**src/rtl/if_stage_pkg.sv**
```systemverilog
// Shared sizes, state encodings and byte-count constants for the instruction-fetch stage.
package if_stage_pkg;

  localparam int INSTRUCTION_ADDRESS_SIZE = 32;
  localparam int INSTRUCTION_SIZE         = 32;
  localparam int STALL_SIZE               = 6;
  localparam int BYTE_CNT_W               = 3;
  localparam int IF_STALL_BIT             = 0;

  localparam logic [BYTE_CNT_W-1:0] BYTES_PER_INSTR = 3'd4;
  localparam logic [BYTE_CNT_W-1:0] LAST_BYTE       = 3'd3;

  typedef enum logic {
    IF_FETCH = 1'b0,
    IF_HOLD  = 1'b1
  } if_state_e;

endpackage

```
**src/rtl/if_byte_assembler.sv**
```systemverilog
// Collects returned bytes little-endian into a 32-bit word; discards the one byte
// still in flight when a redirect lands, and pulses done on the fourth capture.
module if_byte_assembler
  import if_stage_pkg::*;
(
  input  logic                        clk,
  input  logic                        rst,
  input  logic                        flush_i,
  input  logic                        clear_i,
  input  logic                        pend_i,
  input  logic                        rvalid_i,
  input  logic [7:0]                  rdata_i,
  output logic [INSTRUCTION_SIZE-1:0] word_o,
  output logic                        done_o
);

  logic [BYTE_CNT_W-1:0]       recv_cnt_q, recv_cnt_d;
  logic                        drop_q, drop_d;
  logic [INSTRUCTION_SIZE-1:0] word_q, word_d;
  logic                        capture;

  assign capture = rvalid_i && pend_i && !drop_q && !flush_i;
  assign done_o  = capture && (recv_cnt_q == LAST_BYTE);
  assign word_o  = word_q;

  always_comb begin
    recv_cnt_d = recv_cnt_q;
    drop_d     = drop_q;
    word_d     = word_q;
    if (flush_i) begin
      recv_cnt_d = '0;
      word_d     = '0;
      // A byte arriving in the redirect cycle is simply not captured; only a
      // byte still outstanding afterwards needs to be swallowed later.
      drop_d     = pend_i && !rvalid_i;
    end else begin
      if (rvalid_i && drop_q) begin
        drop_d = 1'b0;
      end
      if (clear_i) begin
        recv_cnt_d = '0;
        word_d     = '0;
      end else if (capture) begin
        word_d[{recv_cnt_q[1:0], 3'b000} +: 8] = rdata_i;
        recv_cnt_d = recv_cnt_q + BYTE_CNT_W'(1);
      end
    end
  end

  always_ff @(posedge clk or negedge rst) begin
    if (!rst) begin
      recv_cnt_q <= '0;
      drop_q     <= 1'b0;
      word_q     <= '0;
    end else begin
      recv_cnt_q <= recv_cnt_d;
      drop_q     <= drop_d;
      word_q     <= word_d;
    end
  end

endmodule

```
**src/rtl/if_stage.sv**
```systemverilog
// Instruction-fetch stage: owns the fetch PC, issues four byte reads per instruction,
// presents the assembled word to IF/ID and picks the next PC from predictor or EX redirect.
module if_stage
  import if_stage_pkg::*;
#(
  parameter int                ADDR_W   = INSTRUCTION_ADDRESS_SIZE,
  parameter logic [ADDR_W-1:0] RESET_PC = '0
) (
  input  logic                        clk,
  input  logic                        rst,
  input  logic [STALL_SIZE-1:0]       stall_state,
  input  logic                        jump_flag,
  input  logic [ADDR_W-1:0]           jump_target,
  input  logic                        pred_taken,
  input  logic [ADDR_W-1:0]           pred_target,
  output logic [ADDR_W-1:0]           pc_o,
  output logic                        mem_req,
  output logic [ADDR_W-1:0]           mem_addr,
  input  logic                        mem_grant,
  input  logic                        mem_rvalid,
  input  logic [7:0]                  mem_rdata,
  output logic                        if_stall_req,
  output logic [ADDR_W-1:0]           pc,
  output logic [INSTRUCTION_SIZE-1:0] instruction,
  output logic                        prediction
);

  if_state_e                   state_q, state_d;
  logic [ADDR_W-1:0]           pc_fetch_q, pc_fetch_d;
  logic [ADDR_W-1:0]           pc_out_q, pc_out_d;
  logic [BYTE_CNT_W-1:0]       issue_cnt_q, issue_cnt_d;
  logic                        pend_q, pend_d;
  logic                        pred_q, pred_d;
  logic                        fire, release_hold, asm_done;
  logic [INSTRUCTION_SIZE-1:0] asm_word;
  logic                        unused_stall_bits;

  assign unused_stall_bits = ^stall_state[STALL_SIZE-1:1];

  // One byte in flight at most: a new request may only go out once the previous byte is back.
  assign mem_req = rst && (state_q == IF_FETCH) && (issue_cnt_q < BYTES_PER_INSTR)
                   && (!pend_q || mem_rvalid) && !jump_flag;
  assign mem_addr     = pc_fetch_q + ADDR_W'(issue_cnt_q);
  assign fire         = mem_req && mem_grant;
  assign release_hold = (state_q == IF_HOLD) && !stall_state[IF_STALL_BIT] && !jump_flag;

  if_byte_assembler u_asm (
    .clk      (clk),
    .rst      (rst),
    .flush_i  (jump_flag),
    .clear_i  (release_hold),
    .pend_i   (pend_q),
    .rvalid_i (mem_rvalid),
    .rdata_i  (mem_rdata),
    .word_o   (asm_word),
    .done_o   (asm_done)
  );

  always_comb begin
    state_d     = state_q;
    pc_fetch_d  = pc_fetch_q;
    pc_out_d    = pc_out_q;
    issue_cnt_d = issue_cnt_q;
    pred_d      = pred_q;
    pend_d      = pend_q;
    if (fire) begin
      pend_d = 1'b1;
    end else if (mem_rvalid) begin
      pend_d = 1'b0;
    end
    if (jump_flag) begin
      pc_fetch_d  = jump_target;
      issue_cnt_d = '0;
      state_d     = IF_FETCH;
    end else begin
      case (state_q)
        IF_FETCH: begin
          if (fire) begin
            issue_cnt_d = issue_cnt_q + BYTE_CNT_W'(1);
          end
          if (asm_done) begin
            pc_out_d = pc_fetch_q;
            pred_d   = pred_taken;
            state_d  = IF_HOLD;
          end
        end
        IF_HOLD: begin
          if (release_hold) begin
            pc_fetch_d  = pred_taken ? pred_target : pc_fetch_q + ADDR_W'(4);
            issue_cnt_d = '0;
            state_d     = IF_FETCH;
          end
        end
        default: state_d = IF_FETCH;
      endcase
    end
  end

  always_ff @(posedge clk or negedge rst) begin
    if (!rst) begin
      state_q     <= IF_FETCH;
      pc_fetch_q  <= RESET_PC;
      pc_out_q    <= '0;
      issue_cnt_q <= '0;
      pend_q      <= 1'b0;
      pred_q      <= 1'b0;
    end else begin
      state_q     <= state_d;
      pc_fetch_q  <= pc_fetch_d;
      pc_out_q    <= pc_out_d;
      issue_cnt_q <= issue_cnt_d;
      pend_q      <= pend_d;
      pred_q      <= pred_d;
    end
  end

  assign pc_o         = pc_fetch_q;
  assign if_stall_req = (state_q != IF_HOLD);
  assign pc           = (state_q == IF_HOLD) ? pc_out_q : '0;
  assign instruction  = (state_q == IF_HOLD) ? asm_word : '0;
  assign prediction   = (state_q == IF_HOLD) && pred_q;

endmodule
```
**config.mk**
```make
export PLATFORM = sky130hd
export DESIGN_NAME = if_stage
export DESIGN_NICKNAME = d
export VERILOG_FILES = /design/src/rtl/if_stage_pkg.sv /design/src/rtl/if_byte_assembler.sv /design/src/rtl/if_stage.sv
export SDC_FILE = /design/constraint.sdc
export NUM_CORES = 1
export LEC_CHECK = 0
export CAP_MARGIN = 30
export CORE_UTILIZATION = 47
export DETAILED_ROUTE_END_ITERATION = 10
export PLACE_DENSITY = 0.82
export SYNTH_ARGS = -nofsm -noshare
export SYNTH_HDL_FRONTEND = slang
export SYNTH_SLANG_ARGS = --single-unit
```
**constraint.sdc**
```tcl
create_clock -name clk -period 3 [get_ports clk]
set_input_delay 0.75 -clock clk [delete_from_list [all_inputs] [get_ports clk]]
set_output_delay 0.75 -clock clk [all_outputs]
set_load 0.1 [all_outputs]
```
==> results.sh, run 1 <==
export IMPL_vdd_ir_drop_max_uv=263
export IMPL_drt_wl_total_um=22800
export IMPL_num_vias=6516
export IMPL_critical_path_class="flip-flop to output port"
export IMPL_cts_hold_fix_buffers=0
export IMPL_max_slew_margin_rel_pct=45.4
export IMPL_yosys_cell_count_top_type="sky130_fd_sc_hd__dfrtp_1"
export IMPL_cp_slowest_cell="sky130_fd_sc_hd__dfrtp_4"
export IMPL_p_leak_nw=4.68
export IMPL_seq_area_frac_synth_pct=40.7
export IMPL_ff_latch_area_mm2=0.00270
export IMPL_violations="negative setup slack"
export IMPL_number_of_antenna_violations_at_the_first_check_in_global_routing=0
export IMPL_cts_root_buf="sky130_fd_sc_hd__clkbuf_16"
export IMPL_hold_path_class="flip-flop to flip-flop"
export IMPL_timing_critical_path_cells="ha_4, o211ai_1, nor3_2, buf_4, nand4_4, nor4_4, xor2_4, buf_12"
export IMPL_core_area_mm2=0.0134
export IMPL_synth_seq_cells=106
export IMPL_ys_dominant_reg_cell="sky130_fd_sc_hd__dfrtp_1"
export IMPL_initial_core_util_pct=48.6
export IMPL_clkTransAtPathRegs_ps=70
export IMPL_setup_viol=23
export IMPL_multi_input_area_mm2=0.00416
export IMPL_status="finished with violations"
export IMPL_fp_row_count=42
export IMPL_critical_path_max_stage_delay_ps=490
export IMPL_drt_iter0_markers=488
export IMPL_transition_time_of_the_tightest_slew_check_pin_ps=812
export IMPL_die_area_mm2=0.0143
export IMPL_cts_max_level=3
export IMPL_dp_final_hpwl_um=16400
export IMPL_library_cells_used_by_synthesis=67
export IMPL_die_width_um=120
export IMPL_cap_violations=0
export IMPL_timing_critical_path_buf_inv=2
export IMPL_power_density_mw_per_mm2=422
export IMPL_average_instance_area_after_synthesis_um2=9.56
export IMPL_timing_critical_path_max_delay_family="simple AND/OR/NAND/NOR gates"
export IMPL_post_drt_antenna_nets=0
export IMPL_preCtsSetupSlack_ps=-16.0
export IMPL_cts_made_buffers=9
export IMPL_critPathLaunchType="flip-flop"
export IMPL_netlist_area_mm2=0.00652
export IMPL_final_period_utilization_pct=108
export IMPL_cp_arrival_ps=2500
export IMPL_area_growth_pct=66.7
export IMPL_finalNetCount=997
export IMPL_grt_overflow=0
export IMPL_synthDominantCellAreaShare_pct=40.7
export IMPL_io_pins=215
export IMPL_report_final_hold_viol_count=0
export IMPL_timing_max_transition_violations_final=0
export IMPL_async_reset_ff_share_pct=100
export IMPL_source_to_sink_clock_delay_at_the_later_pin_of_the_worst_skew_pair_ps=350
export IMPL_maxClockFrequency_ghz=0.307
export IMPL_final_layout_size_suffix_gt1_share_pct=37.2
export IMPL_drc=0
export IMPL_tritoncts_clock_tree="done"
export IMPL_critPathRequiredTime_ps=2250
export IMPL_cts_sinks=106
export IMPL_p_total_mw=4.59
export IMPL_firstDrtPassIters=9
export IMPL_post_synth_most_frequent_cells="sky130_fd_sc_hd__dfrtp_1 (106), sky130_fd_sc_hd__and2_1 (68), sky130_fd_sc_hd__nand2_1 (57), sky130_fd_sc_hd__a21oi_1 (43), sky130_fd_sc_hd__o21ai_0 (39)"
export IMPL_filler_cell_count=771
export IMPL_globalRouteTotalUtil_pct=32.0
export IMPL_routability_congestion_estimate=0.887
export IMPL_worst_hold_slack_ps=482
export IMPL_postSynthNetCount=779
export IMPL_rsz_0062_raised_after_global_routing="true"
export IMPL_grt_first_pass_wirelength_um=35800
export IMPL_synthesized_instance_count=682
export IMPL_post_synth_top_area_cell="sky130_fd_sc_hd__dfrtp_1"
export IMPL_end_kind="output port"
export IMPL_routed_wire_length_per_instance_um=21.1
export IMPL_portBuffers=209
export IMPL_avgViaCountPerCell=6.03
export IMPL_clock_tree_buffer_depth=2
export IMPL_crit_fanout=4
export IMPL_synth_edff_count=0
export IMPL_grt_max_degree=56
export IMPL_finClkSkew_ps=8.12
export IMPL_die_h_um=120
export IMPL_synth_warnings=0
export IMPL_first_global_vias=6617
export IMPL_final_setup_worst_slack_ps=-253
export IMPL_post_synth_main_area_contributors="sky130_fd_sc_hd__dfrtp_1 (41%), sky130_fd_sc_hd__and2_1 (6.5%), sky130_fd_sc_hd__mux2_2 (5.4%)"
export IMPL_timing_final_crit_period_ps=3250
export IMPL_insertedDiodeCount=0
per-stage QoR:
step | instances | setup TNS [ps] | util [%] | cell area [um^2]
after floorplan | 682 | -7680 | - | 7130
after global placement | 1054 | 0 | 76.6 | 10300
after detailed placement | 1055 | -16.0 | 76.7 | 10300
after CTS | 1078 | -4170 | 80.5 | 10800
after global routing | 1081 | -5840 | 81.1 | 10900
final | 1081 | -4070 | 81.1 | 10900
area by class of cell:
| type | count | area share [%] |
|---|---|---|
| inverters | 8 | 0.276 |
| multi-input cells | 511 | 38.3 |
| clock buffers | 9 | 2.07 |
| flip-flops and latches | 106 | 24.8 |
| repair buffers | 264 | 31.9 |
| clock inverters | 7 | 0.564 |
| well taps | 176 | 2.03 |
sequential cells by signal, summed over array words and instances, names as in the netlist, 3 cells and up:
| signal | flops |
|---|---|
| pc_out_q | 32 |
| issue_cnt_q | 3 |
| u_asm.recv_cnt_q | 3 |
| u_asm.word_o | 32 |
| pc_o | 32 |
final timing paths:
check                      depth (start not counted)                     start  slack, ps                        to
setup / recovery                                   8       pc_o[2]$_DFFE_PN0P_       -250              mem_addr[31]
min in group asynchronous                          2                       rst        620       pc_o[4]$_DFFE_PN0P_
hold / removal                                     2  pc_out_q[18]$_DFFE_PN0P_        480  pc_out_q[18]$_DFFE_PN0P_
hold reg to reg                                    2  pc_out_q[18]$_DFFE_PN0P_        480  pc_out_q[18]$_DFFE_PN0P_
max in group asynchronous                          2                       rst       1850      pc_o[15]$_DFFE_PN0P_
setup reg to reg                                   7       pc_o[2]$_DFFE_PN0P_        490      pc_o[30]$_DFFE_PN0P_
cells by family (layout without fill, tap and decap cells):
group	after synthesis	in the layout	synth area share [%]
buf+inv	65	288	6.80
simple gates	268	268	23.0
mux	38	38	6.43
compound gates	161	161	16.3
fa+ha+maj	13	13	2.61
flops	106	106	40.7
xor+xnor	31	31	4.17
power breakdown:
group / switching, mW / leakage [nW] / internal [mW] / total (mW)
logic: 1.19 / 3.16 / 0.578 / 1.77
registers: 0.147 / 1.39 / 1.49 / 1.64
clock network: 0.592 / 0.135 / 0.579 / 1.17
total: 1.93 / 4.68 / 2.65 / 4.59
worst reg2reg max path, cell delays in order, from the launching register on:
cell	delay, ps
sky130_fd_sc_hd__dfrtp_4	430
sky130_fd_sc_hd__buf_4	160
sky130_fd_sc_hd__ha_1	220
sky130_fd_sc_hd__nand3_1	300
sky130_fd_sc_hd__nor4_1	710
sky130_fd_sc_hd__a31oi_1	190
sky130_fd_sc_hd__a41oi_1	240
sky130_fd_sc_hd__o21ai_0	120
placed cells by master, fill, tap and decap left out, drive strengths merged, types with 25 or more instances in the layout:
master,instances
mux2,31
o21ai,41
a21oi,43
nor2,33
nand2,59
clkdlybuf4s50,76
nand3,33
dfrtp,106
a22o,25
and2,70
buf,188
routing by layer:
metal	global-route usage (%)	up-vias	routed length, um
met2	54.7	364	11600
met4	12.2	0	826
met5	0	-	0
met1	39.6	3180	8700
li1	-	2894	-
met3	6.65	78	1740
repair_timing:
item | in CTS | in global routing
resized for setup | 31 | 10
pin swaps | 22 | 10
endpoints found under the setup margin | 25 | 25
setup buffers | 7 | 5
Note: power is estimated with default switching activity, not from simulation.
==> inputs of run 2 (changes only) <==
--- a/config.mk
+++ b/config.mk
@@ -6,6 +6,7 @@
 export NUM_CORES = 1
 export LEC_CHECK = 0
 export CAP_MARGIN = 30
+export CORE_MARGIN = 4
 export CORE_UTILIZATION = 47
 export DETAILED_ROUTE_END_ITERATION = 10
 export PLACE_DENSITY = 0.82
==> results.sh, run 2 (synthesized netlist as in run 1, its figures left out) <==
export IMPL_status="finished with violations"
export IMPL_violations="negative setup slack"
export IMPL_p_leak_nw=4.69
export IMPL_maxClockFrequency_ghz=0.310
export IMPL_preCtsSetupSlack_ps=-15.0
export IMPL_layout_cells_most_common_list="sky130_fd_sc_hd__buf_12 (97), sky130_fd_sc_hd__buf_4 (92), sky130_fd_sc_hd__dfrtp_1 (79), sky130_fd_sc_hd__clkdlybuf4s50_1 (76), sky130_fd_sc_hd__and2_1 (68)"
export IMPL_critPathLaunchType="flip-flop"
export IMPL_firstDrtPassIters=7
export IMPL_critical_path_class="flip-flop to output port"
export IMPL_routability_congestion_estimate=0.892
export IMPL_fp_row_count=42
export IMPL_post_drt_antenna_nets=0
export IMPL_drt_wl_total_um=25000
export IMPL_dp_final_hpwl_um=17100
export IMPL_power_density_mw_per_mm2=425
export IMPL_transition_time_of_the_tightest_slew_check_pin_ps=834
export IMPL_initial_core_util_pct=48.6
export IMPL_source_to_sink_clock_delay_at_the_later_pin_of_the_worst_skew_pair_ps=360
export IMPL_die_width_um=126
export IMPL_final_period_utilization_pct=108
export IMPL_layout_cells_most_common="sky130_fd_sc_hd__buf_12"
export IMPL_clkTransAtPathRegs_ps=80
export IMPL_power_share_sequential_pct=34.8
export IMPL_setup_viol=24
export IMPL_crit_fanout=6
export IMPL_drt_iter0_markers=601
export IMPL_finalSetupTns_ps=-3630
export IMPL_portBuffers=209
export IMPL_critPathRequiredTime_ps=2250
export IMPL_cap_violations=0
export IMPL_internal_power_mw=2.67
export IMPL_insertedDiodeCount=0
export IMPL_die_h_um=126
export IMPL_first_global_vias=7171
export IMPL_num_vias=6837
export IMPL_report_final_hold_viol_count=0
export IMPL_clock_tree_buffer_depth=2
export IMPL_core_area_mm2=0.0134
export IMPL_vdd_ir_drop_max_uv=389
export IMPL_worst_hold_slack_ps=249
export IMPL_clock_power_share_pct=25.9
export IMPL_cts_root_buf="sky130_fd_sc_hd__clkbuf_16"
export IMPL_finished_layout_cell_area_mm2=0.0109
export IMPL_grt_max_degree=49
export IMPL_io_pins=215
export IMPL_timing_max_transition_violations_final=0
export IMPL_tritoncts_clock_tree="done"
export IMPL_filler_cell_count=714
export IMPL_grt_first_pass_wirelength_um=39500
export IMPL_p_total_mw=4.65
export IMPL_die_area_mm2=0.0158
export IMPL_final_setup_worst_slack_ps=-227
export IMPL_routed_wire_length_per_instance_um=22.8
export IMPL_final_layout_size_suffix_gt1_share_pct=38.3
export IMPL_p_comb_share_pct=39.3
export IMPL_area_growth_pct=67.5
export IMPL_cts_made_buffers=9
export IMPL_placed_cells=1057
export IMPL_drc=0
export IMPL_grt_overflow=0
export IMPL_hold_path_class="input pin to asynchronous set/reset pin"
export IMPL_switching_share_of_power_pct=42.5
export IMPL_finClkSkew_ps=7.47
export IMPL_max_slew_margin_rel_pct=43.9
export IMPL_power_net_switching_mw=1.97
export IMPL_detailed_place_area_mm2=0.0103
export IMPL_final_instance_count_excl_fill=1093
export IMPL_cts_sinks=106
export IMPL_rsz_0062_raised_after_global_routing="true"
export IMPL_timing_final_crit_period_ps=3230
export IMPL_globalRouteTotalUtil_pct=30.9
export IMPL_finalNetCount=1009
export IMPL_end_kind="output port"
export IMPL_avgViaCountPerCell=6.26
export IMPL_cp_arrival_ps=2480
export IMPL_finish_utilization_pct=81.5
export IMPL_number_of_antenna_violations_at_the_first_check_in_global_routing=1
export IMPL_cts_max_level=3
==> run 2: final timing paths <==
| kind | start | endpoint | slack [ps] | cells after the start |
|---|---|---|---|---|
| worst max-delay path | pc_o[0]$_DFFE_PN0P_ | mem_addr[30] | -230 | 9 |
| worst min-delay path | rst | pc_out_q[15]$_DFFE_PN0P_ | 250 | 1 |
| worst max register to register | pc_o[2]$_DFFE_PN0P_ | pc_o[30]$_DFFE_PN0P_ | 260 | 8 |
| worst min register to register | pc_out_q[18]$_DFFE_PN0P_ | pc_out_q[18]$_DFFE_PN0P_ | 500 | 2 |
| max in group asynchronous | rst | pc_o[14]$_DFFE_PN0P_ | 1800 | 2 |
| min in group clk | pc_out_q[18]$_DFFE_PN0P_ | pc_out_q[18]$_DFFE_PN0P_ | 500 | 2 |
==> run 2: power groups by stage <==
stage | clock network, mW | logic [mW] | registers, mW
3_3_place_gp | 0 | 1.71 | 1.65
3_5_place_dp | 0 | 1.74 | 1.66
6_report | 1.20 | 1.83 | 1.62
2_1_floorplan | 0 | 0.858 | 1.97
4_1_cts | 1.20 | 1.80 | 1.61
5_1_grt | 1.26 | 1.88 | 1.62
==> run 2: layer usage <==
metal | part of all wire, % | up-vias | wire (um) | GRT usage [%]
li1 | - | 2905 | - | -
met1 | 34 | 3260 | 8560 | 35.7
met2 | 50 | 544 | 12400 | 53.1
met3 | 11 | 126 | 2630 | 8.93
met4 | 5.5 | 2 | 1370 | 14.6
met5 | 0.032 | - | 8 | 0
==> run 2: area by class of cell <==
type,instances,area (um^2),share of cell area (%)
clock buffer,9,225,2.06
clock inverter,7,67.6,0.619
tap,176,220,2.02
sequential,106,2700,24.7
multi-input combinational,511,4170,38.2
inverter,8,30.0,0.275
timing repair buffer,276,3510,32.2
==> run 2: critical path: stages, from the launching register on <==
cell and delay [ps]:
sky130_fd_sc_hd__dfrtp_4 490, sky130_fd_sc_hd__ha_4 180, sky130_fd_sc_hd__fa_2 350, sky130_fd_sc_hd__a21o_1 220, sky130_fd_sc_hd__nand4_1 90, sky130_fd_sc_hd__buf_6 160
sky130_fd_sc_hd__nor2_4 60, sky130_fd_sc_hd__nand4_1 210, sky130_fd_sc_hd__xnor2_4 150, sky130_fd_sc_hd__buf_12 200
==> run 2: timing repair <==
action / 4_1_cts / 5_1_grt
buffers inserted: 20 / 3
pin swaps: 21 / 9
gates resized for setup: 37 / 6
setup endpoints to repair: 26 / 24
gates cloned: 0 / 0
hold buffers: 0 / 0
